`src/rtl/mem_arb_pkg.sv`:
```
// Shared types and constants for the unified-memory arbiter.
// Holds the FSM state encoding, requester identities and wait-counter sizing.
package mem_arb_pkg;

    typedef enum logic [1:0] {
        ST_IDLE  = 2'd0,
        ST_ISSUE = 2'd1,
        ST_WAIT  = 2'd2,
        ST_RESP  = 2'd3
    } arb_state_e;

    localparam logic OWN_CORE = 1'b0;
    localparam logic OWN_LDR  = 1'b1;

    // Largest preload is RD_LAT-2 = 2, so two bits cover the legal latency range.
    localparam int CNT_W = 2;

    localparam int RD_LAT_MIN = 1;
    localparam int RD_LAT_MAX = 4;

endpackage

```
`src/rtl/mem_arbiter_rr_arb2.sv`:
```
// Two-way round-robin picker: on a tie the requester that did not win last time wins.
// Purely combinational; the history bit is owned by the parent.
module rr_arb2
    import mem_arb_pkg::*;
(
    input  logic [1:0] req,
    input  logic       last,
    output logic [1:0] gnt,
    output logic       winner
);

    always_comb begin
        winner = OWN_CORE;
        gnt    = 2'b00;
        if (req == 2'b11) begin
            winner = ~last;
        end else if (req[1]) begin
            winner = OWN_LDR;
        end
        if (|req) begin
            gnt = (winner == OWN_LDR) ? 2'b10 : 2'b01;
        end
    end

endmodule

```
`src/rtl/mem_arbiter.sv`:
```
// Arbiter sharing the single-port instruction/data memory between the core and the loader.
// One transaction in flight: grant, issue, then optional read wait and response.
module mem_arbiter
    import mem_arb_pkg::*;
#(
    parameter int ADDR_W = 32,
    parameter int DATA_W = 32,
    parameter int RD_LAT = 1
) (
    input  logic              clk,
    input  logic              rst_n,

    input  logic              core_req,
    input  logic              core_we,
    input  logic [ADDR_W-1:0] core_addr,
    input  logic [DATA_W-1:0] core_wdata,
    output logic              core_gnt,
    output logic              core_rvalid,
    output logic [DATA_W-1:0] core_rdata,

    input  logic              ldr_req,
    input  logic              ldr_we,
    input  logic [ADDR_W-1:0] ldr_addr,
    input  logic [DATA_W-1:0] ldr_wdata,
    input  logic              ldr_lock,
    output logic              ldr_gnt,
    output logic              ldr_rvalid,
    output logic [DATA_W-1:0] ldr_rdata,

    output logic              mem_en,
    output logic              mem_we,
    output logic [ADDR_W-1:0] mem_addr,
    output logic [DATA_W-1:0] mem_wdata,
    input  logic [DATA_W-1:0] mem_rdata,

    output logic              busy
);

    generate
        if (RD_LAT < RD_LAT_MIN || RD_LAT > RD_LAT_MAX) begin : g_bad_rd_lat
            $error("mem_arbiter: RD_LAT must be within 1..4");
        end
    endgenerate

    // WAIT counts down from RD_LAT-2 so that RESP lands exactly RD_LAT cycles after ISSUE.
    localparam logic [CNT_W-1:0] CNT_INIT = (RD_LAT > 1) ? CNT_W'(RD_LAT - 2) : '0;

    arb_state_e        state_q, state_d;
    logic              owner_q, owner_d;
    logic              last_q,  last_d;
    logic              we_q,    we_d;
    logic [ADDR_W-1:0] addr_q,  addr_d;
    logic [DATA_W-1:0] wdata_q, wdata_d;
    logic [CNT_W-1:0]  cnt_q,   cnt_d;

    logic       arb_point;
    logic [1:0] elig;
    logic [1:0] pick;
    logic       winner;
    logic       grant;

    // Gating with rst_n keeps the combinational grants quiet while reset is held.
    assign arb_point = rst_n & ((state_q == ST_IDLE) |
                                (state_q == ST_RESP) |
                                ((state_q == ST_ISSUE) & we_q));

    assign elig = arb_point ? {ldr_req, core_req & ~ldr_lock} : 2'b00;

    rr_arb2 u_rr_arb2 (
        .req    (elig),
        .last   (last_q),
        .gnt    (pick),
        .winner (winner)
    );

    assign grant    = |pick;
    assign core_gnt = pick[0];
    assign ldr_gnt  = pick[1];

    always_comb begin
        state_d = state_q;
        owner_d = owner_q;
        last_d  = last_q;
        we_d    = we_q;
        addr_d  = addr_q;
        wdata_d = wdata_q;
        cnt_d   = cnt_q;

        if (grant) begin
            owner_d = winner;
            last_d  = winner;
            if (winner == OWN_LDR) begin
                we_d    = ldr_we;
                addr_d  = ldr_addr;
                wdata_d = ldr_wdata;
            end else begin
                we_d    = core_we;
                addr_d  = core_addr;
                wdata_d = core_wdata;
            end
        end

        case (state_q)
            ST_IDLE: begin
                state_d = grant ? ST_ISSUE : ST_IDLE;
            end
            ST_ISSUE: begin
                if (we_q) begin
                    state_d = grant ? ST_ISSUE : ST_IDLE;
                end else if (RD_LAT == 1) begin
                    state_d = ST_RESP;
                end else begin
                    cnt_d   = CNT_INIT;
                    state_d = ST_WAIT;
                end
            end
            ST_WAIT: begin
                if (cnt_q == '0) begin
                    state_d = ST_RESP;
                end else begin
                    cnt_d = cnt_q - CNT_W'(1);
                end
            end
            ST_RESP: begin
                state_d = grant ? ST_ISSUE : ST_IDLE;
            end
            default: begin
                state_d = ST_IDLE;
            end
        endcase
    end

    // History starts at the loader so the core takes the first tie after reset.
    always_ff @(posedge clk or negedge rst_n) begin
        if (!rst_n) begin
            state_q <= ST_IDLE;
            owner_q <= OWN_CORE;
            last_q  <= OWN_LDR;
            we_q    <= 1'b0;
            addr_q  <= '0;
            wdata_q <= '0;
            cnt_q   <= '0;
        end else begin
            state_q <= state_d;
            owner_q <= owner_d;
            last_q  <= last_d;
            we_q    <= we_d;
            addr_q  <= addr_d;
            wdata_q <= wdata_d;
            cnt_q   <= cnt_d;
        end
    end

    always_comb begin
        mem_en      = 1'b0;
        mem_we      = 1'b0;
        mem_addr    = '0;
        mem_wdata   = '0;
        core_rvalid = 1'b0;
        core_rdata  = '0;
        ldr_rvalid  = 1'b0;
        ldr_rdata   = '0;

        if (state_q == ST_ISSUE) begin
            mem_en    = 1'b1;
            mem_we    = we_q;
            mem_addr  = addr_q;
            mem_wdata = wdata_q;
        end

        if (state_q == ST_RESP) begin
            if (owner_q == OWN_LDR) begin
                ldr_rvalid = 1'b1;
                ldr_rdata  = mem_rdata;
            end else begin
                core_rvalid = 1'b1;
                core_rdata  = mem_rdata;
            end
        end
    end

    assign busy = (state_q != ST_IDLE);

endmodule
```
`config.mk`:
```
export PLATFORM = sky130hd
export DESIGN_NAME = mem_arbiter
export DESIGN_NICKNAME = d
export VERILOG_FILES = /design/src/rtl/mem_arb_pkg.sv /design/src/rtl/mem_arbiter_rr_arb2.sv /design/src/rtl/mem_arbiter.sv
export SDC_FILE = /design/constraint.sdc
export NUM_CORES = 1
export LEC_CHECK = 0
export ABC_CLOCK_PERIOD_IN_PS = 2400
export BUFFER_PORTS_ARGS = -buffer_cell sky130_fd_sc_hd__buf_2
export CAP_MARGIN = 30
export CORE_UTILIZATION = 28
export DETAILED_ROUTE_END_ITERATION = 10
export SYNTH_ARGS = -nofsm -noshare
export SYNTH_HDL_FRONTEND = slang
export SYNTH_SLANG_ARGS = --single-unit
export TNS_END_PERCENT = 30
```
`constraint.sdc`:
```
create_clock -name clk -period 2.4 [get_ports clk]
set_input_delay 0.48 -clock clk [delete_from_list [all_inputs] [get_ports clk]]
set_output_delay 0.48 -clock clk [all_outputs]
set_load 0.005 [all_outputs]
```
-- Word level (Yosys, flattened, before mapping)
Cells that the tools add are included.
- word-level logic and storage cells: 52
- memory bits (writable): 0
- memory bits (read-only): 0
- bits of input ports: 167
- memories: 0
- flip-flop bits (word level): 71
- bits in latches: 0
- reduce and logical (&&, ||, !) cells: 7
- multiply operators: 0
- bitwise operators: 8
- shift-type cells: 0
- eq/ne operators: 5
- add/sub/neg operators: 1
- div/mod/pow operators: 0
- mux-type cells: 24
- magnitude comparators: 0
- operators with widths (cell ; count):
    two-way mux 32 bit ; 8
    two-way mux 1 bit ; 10
    two-way mux 2 bit ; 5
    == test 2 bit, second input constant ; 3
    case mux 2 bit (3 select lines) ; 1
    OR reduction 2 bit ; 3
    logical NOT 2 bit ; 2
    bitwise AND 1 bit ; 3
    inverter 1 bit ; 3
    == test 2 x 1 -> 1 bit, second input constant ; 1
    != test 2 bit, second input constant ; 1
    OR 1 bit ; 2
    AND reduction 2 bit ; 1
    nonzero test 2 bit ; 1
    subtractor 2 x 1 -> 2 bit, second input constant ; 1

-- Longest topological paths before layout
Gate-level depths: netlist of the first run.
- depth after elaboration: 13
- depth in mapped cells: 7
- gate-level depth less buffers: 5

-- By module
From an unflattened synthesis of the first run, not the netlist that was laid out.
- cell total of the unflattened synthesis: 473
- area total of the unflattened synthesis: 4272.8 µm²
- modules (own cells, without submodules) (module ; cells each ; seq. area each (µm²) ; times used ; area an instance (µm²)):
    mem_arbiter ; 469 ; 1778.0 ; 1 ; 4246.6
    rr_arb2 ; 4 ; 0.0 ; 1 ; 26.3

-- Worst setup path before layout of the first run
Ideal clock, no wire load.
- kind: flip-flop to output port
- from: register state_q[0]
- to: output port core_gnt
- cell stages (with the launch flop): 6
- setup slack: 0.581 ns
- path buffers: 0
- arrival: 1.339 ns
- cells stage by stage: dfrtp_1 inv_1 ha_1 a21boi_2 a211o_1 nor2_1
- longest elaborated chain between the ends: 9
- elaborated cells between the ends (all ways): 14
- RTL lines (element ; RTL line ; RTL):
    start, declared ; mem_arbiter.sv:48 ; arb_state_e state_q, state_d;
    start signal, assigned ; mem_arbiter.sv:144 ; state_q <= state_d;
    == test 2 bit (tied with other cells) ; mem_arbiter.sv:64 ; (state_q == ST_RESP) |
    OR 1 bit or bitwise AND 1 bit (tied branches) ; mem_arbiter.sv:63, mem_arbiter.sv:65 ;
    OR 1 bit * ; mem_arbiter.sv:64 ;
    bitwise AND 1 bit * ; mem_arbiter.sv:63 ; assign arb_point = rst_n & ((state_q == ST_IDLE) |
    two-way mux 2 bit * ; mem_arbiter.sv:67 ; assign elig = arb_point ? {ldr_req, core_req & ~ldr_lock} : 2'b00;
    == test 2 bit or two-way mux 1 bit (tied branches) ; mem_arbiter_rr_arb2.sv:15, mem_arbiter_rr_arb2.sv:17 ;
    two-way mux 1 bit ; mem_arbiter_rr_arb2.sv:15 ; if (req == 2'b11) begin
    two-way mux 2 bit ; mem_arbiter_rr_arb2.sv:21 ; gnt = (winner == OWN_LDR) ? 2'b10 : 2'b01;
    two-way mux 2 bit * ; mem_arbiter_rr_arb2.sv:20 ; if (|req) begin
    end, declared ; mem_arbiter.sv:17 ; output logic core_gnt,
Mark *: on every way between the ends. The rest lies on a longest branch, timed or not.

-- Final worst setup path of the first run
- from: register state_q[1]
- to: output port core_gnt
Same word-level chain as after synthesis.

==> results of run 1 <==
power breakdown:
| group | total [mW] | switching, mW | internal (mW) |
|---|---|---|---|
| sequential | 2.04 | 0.283 | 1.76 |
| combinational | 3.18 | 1.57 | 1.62 |
| clock | 1.34 | 0.535 | 0.805 |
sequential cells by signal, indices dropped and copies added (netlist names):
signal   flops
wdata_q     32
addr_q      32
we_q         1
owner_q      1
state_q      2
last_q       1
cnt_q        2
synth_stat cells, drive strengths merged, types with 2 or more instances:
cell,count,area share
nor2b,2,0.0027
and3,32,0.043
inv,8,0.0064
nor2,5,0.0040
o32ai,65,0.12
nand2b,61,0.082
buf,22,0.026
a211oi,2,0.0043
ha,6,0.016
and2,98,0.13
dfrtp,70,0.37
clkbuf,37,0.030
a2bb2oi,65,0.12
or2b,6,0.0096
a21o,2,0.0032
per-stage QoR:
stage	utilization	area, um2	worst slack, ps	hold WS, ps	instances
CTS	0.419	6750	1.79	433	989
global route	0.421	6790	14.0	25.3	992
global placement	0.399	6430	302	463	971
detailed placement	0.399	6430	286	465	971
finish	0.421	6790	109	37.0	992
floorplan	-	4680	581	184	494
layout by cell type, fill, tap and decap left out, drive strengths merged:
cell type / Yosys / layout
clkinv: 0 / 3
buf: 22 / 324
o22ai: 1 / 1
nor2: 5 / 5
nor2b: 2 / 2
a32o: 1 / 1
o21ai: 1 / 1
diode: 0 / 1
ha: 6 / 6
a21oi: 1 / 1
clkbuf: 37 / 9
a211o: 1 / 1
a2bb2oi: 65 / 65
dfrtp: 70 / 70
nand2: 1 / 1
nor4: 1 / 1
a21boi: 1 / 1
a21bo: 1 / 1
a211oi: 2 / 2
and2: 98 / 98
nand2b: 61 / 61
a21o: 2 / 2
inv: 8 / 9
and3b: 1 / 1
o32ai: 65 / 65
xnor2: 1 / 1
bufinv: 0 / 1
a221oi: 1 / 1
clkinvlp: 0 / 2
dfstp: 1 / 1
or2b: 6 / 6
and3: 32 / 32
area by class of cell:
class                   count  share of cell area
multi-input cells         356               0.390
flip-flops and latches     71               0.262
repair buffers            324               0.260
well taps                 216              0.0398
clock buffers               9              0.0332
clock inverters             7              0.0107
inverters                   8             0.00442
diodes                      1            0.000369
cells by family after synthesis:
| family | after synthesis | share of synthesized area |
|---|---|---|
| AO/OA/AOI/OAI | 142 | 0.264 |
| AND/OR/NAND/NOR | 207 | 0.276 |
| buffers and inverters | 67 | 0.0620 |
| adder cells (fa/ha/maj) | 6 | 0.0160 |
| XOR/XNOR | 1 | 0.00187 |
| flip-flops | 71 | 0.380 |
repair_timing:
item,CTS,global route
pin swaps,0,1
setup buffers,2,1
hold buffers,0,0
endpoints found under the setup margin,1,1
gates resized for setup,0,1
per-layer routing:
| metal | part of all wire | vias to the layer above | global-route usage |
|---|---|---|---|
| li1 | - | 2375 | - |
| met1 | 0.41 | 2297 | 0.216 |
| met2 | 0.50 | 200 | 0.327 |
| met3 | 0.060 | 31 | 0.0444 |
| met4 | 0.031 | 0 | 0.0937 |
| met5 | 0 | - | 0 |
worst max-delay path by stage:
stage / startpoint / endpoint
2_1_floorplan: state_q[0] / core_gnt
3_3_place_gp: state_q[0] / core_gnt
3_5_place_dp: state_q[0] / core_gnt
4_1_cts: state_q[1] / core_gnt
5_1_grt: state_q[1] / core_gnt
6_report: state_q[1] / core_gnt
==> impl_metrics.yaml, run 1 <==
synthesis:
  ys_seq_area_frac: 0.380
  async_flop_share: 1.00
  syn_area_um2: 4680
  syn_avg_cell_area_um2: 9.48
  synth.distinct_cells: 33
  synth_seq_cells: 71
  synthFlopType: "dfrtp_1"
  synth_edf_count: 0
  syn_nets: 667
  synth_warnings: 0
  synthCells: 494
power:
  vdd.ir_drop.worst_mv: 0.366
  leakagePower_nw: 3.52
  cellPowerDensity_nw_per_um2: 968
  total_power_mw: 6.57
timing:
  period_minus_slack_ps: 2290
  relSlewSlack: 0.719
  slew_viol_final: 0
  max_freq_mhz: 437
  tightest_slew_ps: 420
  finClkSkew_ps: 9.29
  rsz0062_at_grt: "no"
  finalHoldViolCount: 0
  fin_setup_tns_ps: 0
  finalSetupViolCount: 0
  fin_crit_sh: 0.954
global_routing:
  grt_max_degree: 72
  grt.overflow.total: 0
  grt_pass1_wl_mm: 25.7
  grt_antenna_before_repair: 1
  first_global_vias: 4761
  grt_usage: 0.189
routing:
  drc: 0
  drt_iter0_drc: 255
  vias: 4903
  drt_pass1_iterations: 4
  wl_mm: 16.3
  post_drt_wl_per_cell_um: 16.4
  viasPerCell: 4.94
  ant_nets: 0
critical_path:
  crit_family: "compound AO/OA/AOI/OAI gates"
  endpoint_kind: "output pin"
  worstPathRequired_ps: 1920
  path_cells: "inv_1, ha_1, a21boi_2, a211o_1, nor2_2, buf_2"
  cpPeakStageDelay_ps: 380
  path_buf_inv: 2
  r2r-start: "state_q[1]"
  path_class: "flop to output pin"
  reg2reg_depth: 6
  reg2reg_to: "addr_q[22]"
  reg2reg_slack_ps: 550
  slowest_stage: "dfrtp_1"
  critical_path_arrival_ps: 1810
  crit_cells: 6
  worstPathMaxFanout: 4
  crit_path_start_kind: "flop"
cells_and_area:
  final_nets: 943
  nFillCells: 1596
  multiInputGateArea_um2: 2640
  seq_area_um2: 1780
  drive_gt1_frac: 0.452
  syn2layout_area_growth_pct: 44.9
clocking:
  cts.clk_slew.worst_paths_ps: 60
  cts.sinks: 71
  cts_max_level: 3
  clock_path_buffers: 2
  clock_latency_ps: 340
  cts_root_buf: "clkbuf_16"
  cts_buffers: 9
  tritoncts: "done"
floorplan:
  die_w_um: 131
  die_area_um2: 17200
  start_util: 0.291
  die_h_um: 131
  std_cell_rows: 46
  num_io_pins: 302
  coreArea_um2: 16100
placement:
  dp_hpwl_mm: 11.6
  numPortBuffers: 301
  place_congestion: 0.767
status:
  status: "completed"
flow_run:
  maxCapViolations: 0
min_path:
  worstHoldPathType: "input pin to async pin"
Note: power is estimated with default switching activity, not from simulation.
==> run 2, diff against run 1 <==
--- a/config.mk
+++ b/config.mk
@@ -5,7 +5,7 @@
 export SDC_FILE = /design/constraint.sdc
 export NUM_CORES = 1
 export LEC_CHECK = 0
-export ABC_CLOCK_PERIOD_IN_PS = 2400
+export ABC_CLOCK_PERIOD_IN_PS = 1950
 export BUFFER_PORTS_ARGS = -buffer_cell sky130_fd_sc_hd__buf_2
 export CAP_MARGIN = 30
 export CORE_UTILIZATION = 28
==> constraint.sdc (replaced) <==
create_clock -name clk -period 1.95 [get_ports clk]
set_input_delay 0.39 -clock clk [delete_from_list [all_inputs] [get_ports clk]]
set_output_delay 0.39 -clock clk [all_outputs]
set_load 0.005 [all_outputs]
==> impl_metrics.yaml, run 2 (same netlist as run 1, synthesis figures left out) <==
power:
  power.share.clock: 0.201
  switching_share: 0.361
  pwr-share-comb: 0.495
  cellPowerDensity_nw_per_um2: 1200
  leakagePower_nw: 3.56
  total_power_mw: 8.35
  seq_power_share: 0.303
  vdd.ir_drop.worst_mv: 0.469
  p_sw_mw: 3.01
  p_int_mw: 5.33
min_path:
  worstHoldPathType: "input pin to async pin"
floorplan:
  start_util: 0.291
  num_io_pins: 302
  die_area_um2: 17200
  die_w_um: 131
  coreArea_um2: 16100
  std_cell_rows: 46
  die_h_um: 131
critical_path:
  crit_path_start_kind: "flop"
  critical_path_arrival_ps: 1650
  r2r-start: "state_q[1]"
  cpPeakStageDelay_ps: 390
  critPathLaunch: "state_q[1]"
  worstPathMaxFanout: 3
  slowest_stage: "dfrtp_1"
  path_class: "flop to output pin"
  path_buf_inv: 2
  path_cells: "inv_2, ha_4, a21boi_4, a211o_1, nor2_1, buf_2"
  endpoint_kind: "output pin"
  worstPathRequired_ps: 1560
  crit_family: "compound AO/OA/AOI/OAI gates"
timing:
  period_minus_slack_ps: 2040
  relSlewSlack: 0.383
  finalHoldViolCount: 0
  slew_viol_final: 0
  tightest_slew_ps: 926
  max_freq_mhz: 491
  fin_crit_sh: 1.05
  fin_setup_tns_ps: -1410
  finClkSkew_ps: 11.8
  finalSetupViolCount: 65
  rsz0062_at_grt: "yes"
  timing.final.ws_setup_ps: -88.5
routing:
  drt_iter0_drc: 215
  drc: 0
  drt_pass1_iterations: 4
  ant_nets: 0
  post_drt_wl_per_cell_um: 17.1
  viasPerCell: 4.98
  vias: 4957
  wl_mm: 17.0
clocking:
  cts_max_level: 3
  holdBufCountCts: 0
  clock_latency_ps: 330
  cts_root_buf: "clkbuf_16"
  cts_buffers: 9
  clock_path_buffers: 2
  cts.sinks: 71
  cts.clk_slew.worst_paths_ps: 60
  tritoncts: "done"
cells_and_area:
  drive_gt1_frac: 0.461
  multiInputGateArea_um2: 2690
  final_util: 0.431
  syn2layout_area_growth_pct: 48.3
  layout_common_cells: "299 x buf_2, 97 x and2_1, 70 x dfrtp_1, 65 x o32ai_1, 65 x a2bb2oi_1"
  nFillCells: 1610
  layout_commonest_cell: "buf_2"
  seq_area_um2: 1780
  final_nets: 946
  reg_top3: "addr_q (32), wdata_q (32)"
status:
  status: "finished with violations"
  violations: "setup timing"
flow_run:
  maxCapViolations: 0
global_routing:
  grt_antenna_before_repair: 1
  grt_max_degree: 72
  grt_pass1_wl_mm: 26.1
  first_global_vias: 4695
  grt_usage: 0.192
  grt.overflow.total: 0
placement:
  numPortBuffers: 301
  place_congestion: 0.738
  dp_hpwl_mm: 11.8
[run 2: cell types whose count changed in the layout (fill, tap and decap cells not counted), sizes merged]
cell | before | now
clkinv | 3 | 2
clkbuf | 9 | 11
buf | 324 | 325
bufbuf | 0 | 1
[run 2: per-stage QoR]
stage	worst slack (ps)	cell area (um2)	hold slack [ps]	instances
global placement	148	6480	464	974
finish	-88.5	6940	306	995
detailed placement	126	6480	466	974
CTS	-91.3	6910	356	993
floorplan	221	4680	94.4	494
global route	-170	6940	387	995
[run 2: area by class of cell]
type | instances | share of cell area
Antenna cell | 1 | 0.000360
Clock inverter | 6 | 0.00973
Timing Repair Buffer | 327 | 0.269
Clock buffer | 10 | 0.0344
Sequential cell | 71 | 0.256
Tap cell | 216 | 0.0389
Multi-Input combinational cell | 356 | 0.387
Inverter | 8 | 0.00433
[run 2: path summary, 6_finish.rpt]
check | end | slack, ps | depth (start not counted)
max in group asynchronous | addr_q[12] | 1040 | 2
worst max register to register | wdata_q[2] | 90 | 7
min in group clk | wdata_q[1] | 400 | 3
worst max-delay path | core_gnt | -90 | 6
worst min-delay path | wdata_q[17] | 310 | 2
worst min register to register | cnt_q[0] | 470 | 1
[run 2: per-layer routing]
layer / track usage / share of wire
met1: 0.222 / 0.40
met2: 0.342 / 0.51
met3: 0.0390 / 0.059
met4: 0.0795 / 0.026
met5: 0 / 0
[run 2: power by group through the flow]
stage | combinational (mW) | clock (mW) | sequential (mW)
2_1_floorplan | 2.39 | 0 | 2.43
3_3_place_gp | 3.97 | 0 | 2.52
3_5_place_dp | 4.01 | 0 | 2.52
4_1_cts | 4.18 | 1.73 | 2.53
5_1_grt | 4.51 | 1.81 | 2.62
6_report | 4.13 | 1.68 | 2.53
[run 2: timing repair]
item | 4_1_cts | 5_1_grt
endpoints found under the setup margin | 92 | 143
setup buffers | 1 | 0
resized for setup | 12 | 7
cloned | 2 | 1
pin swaps | 8 | 2
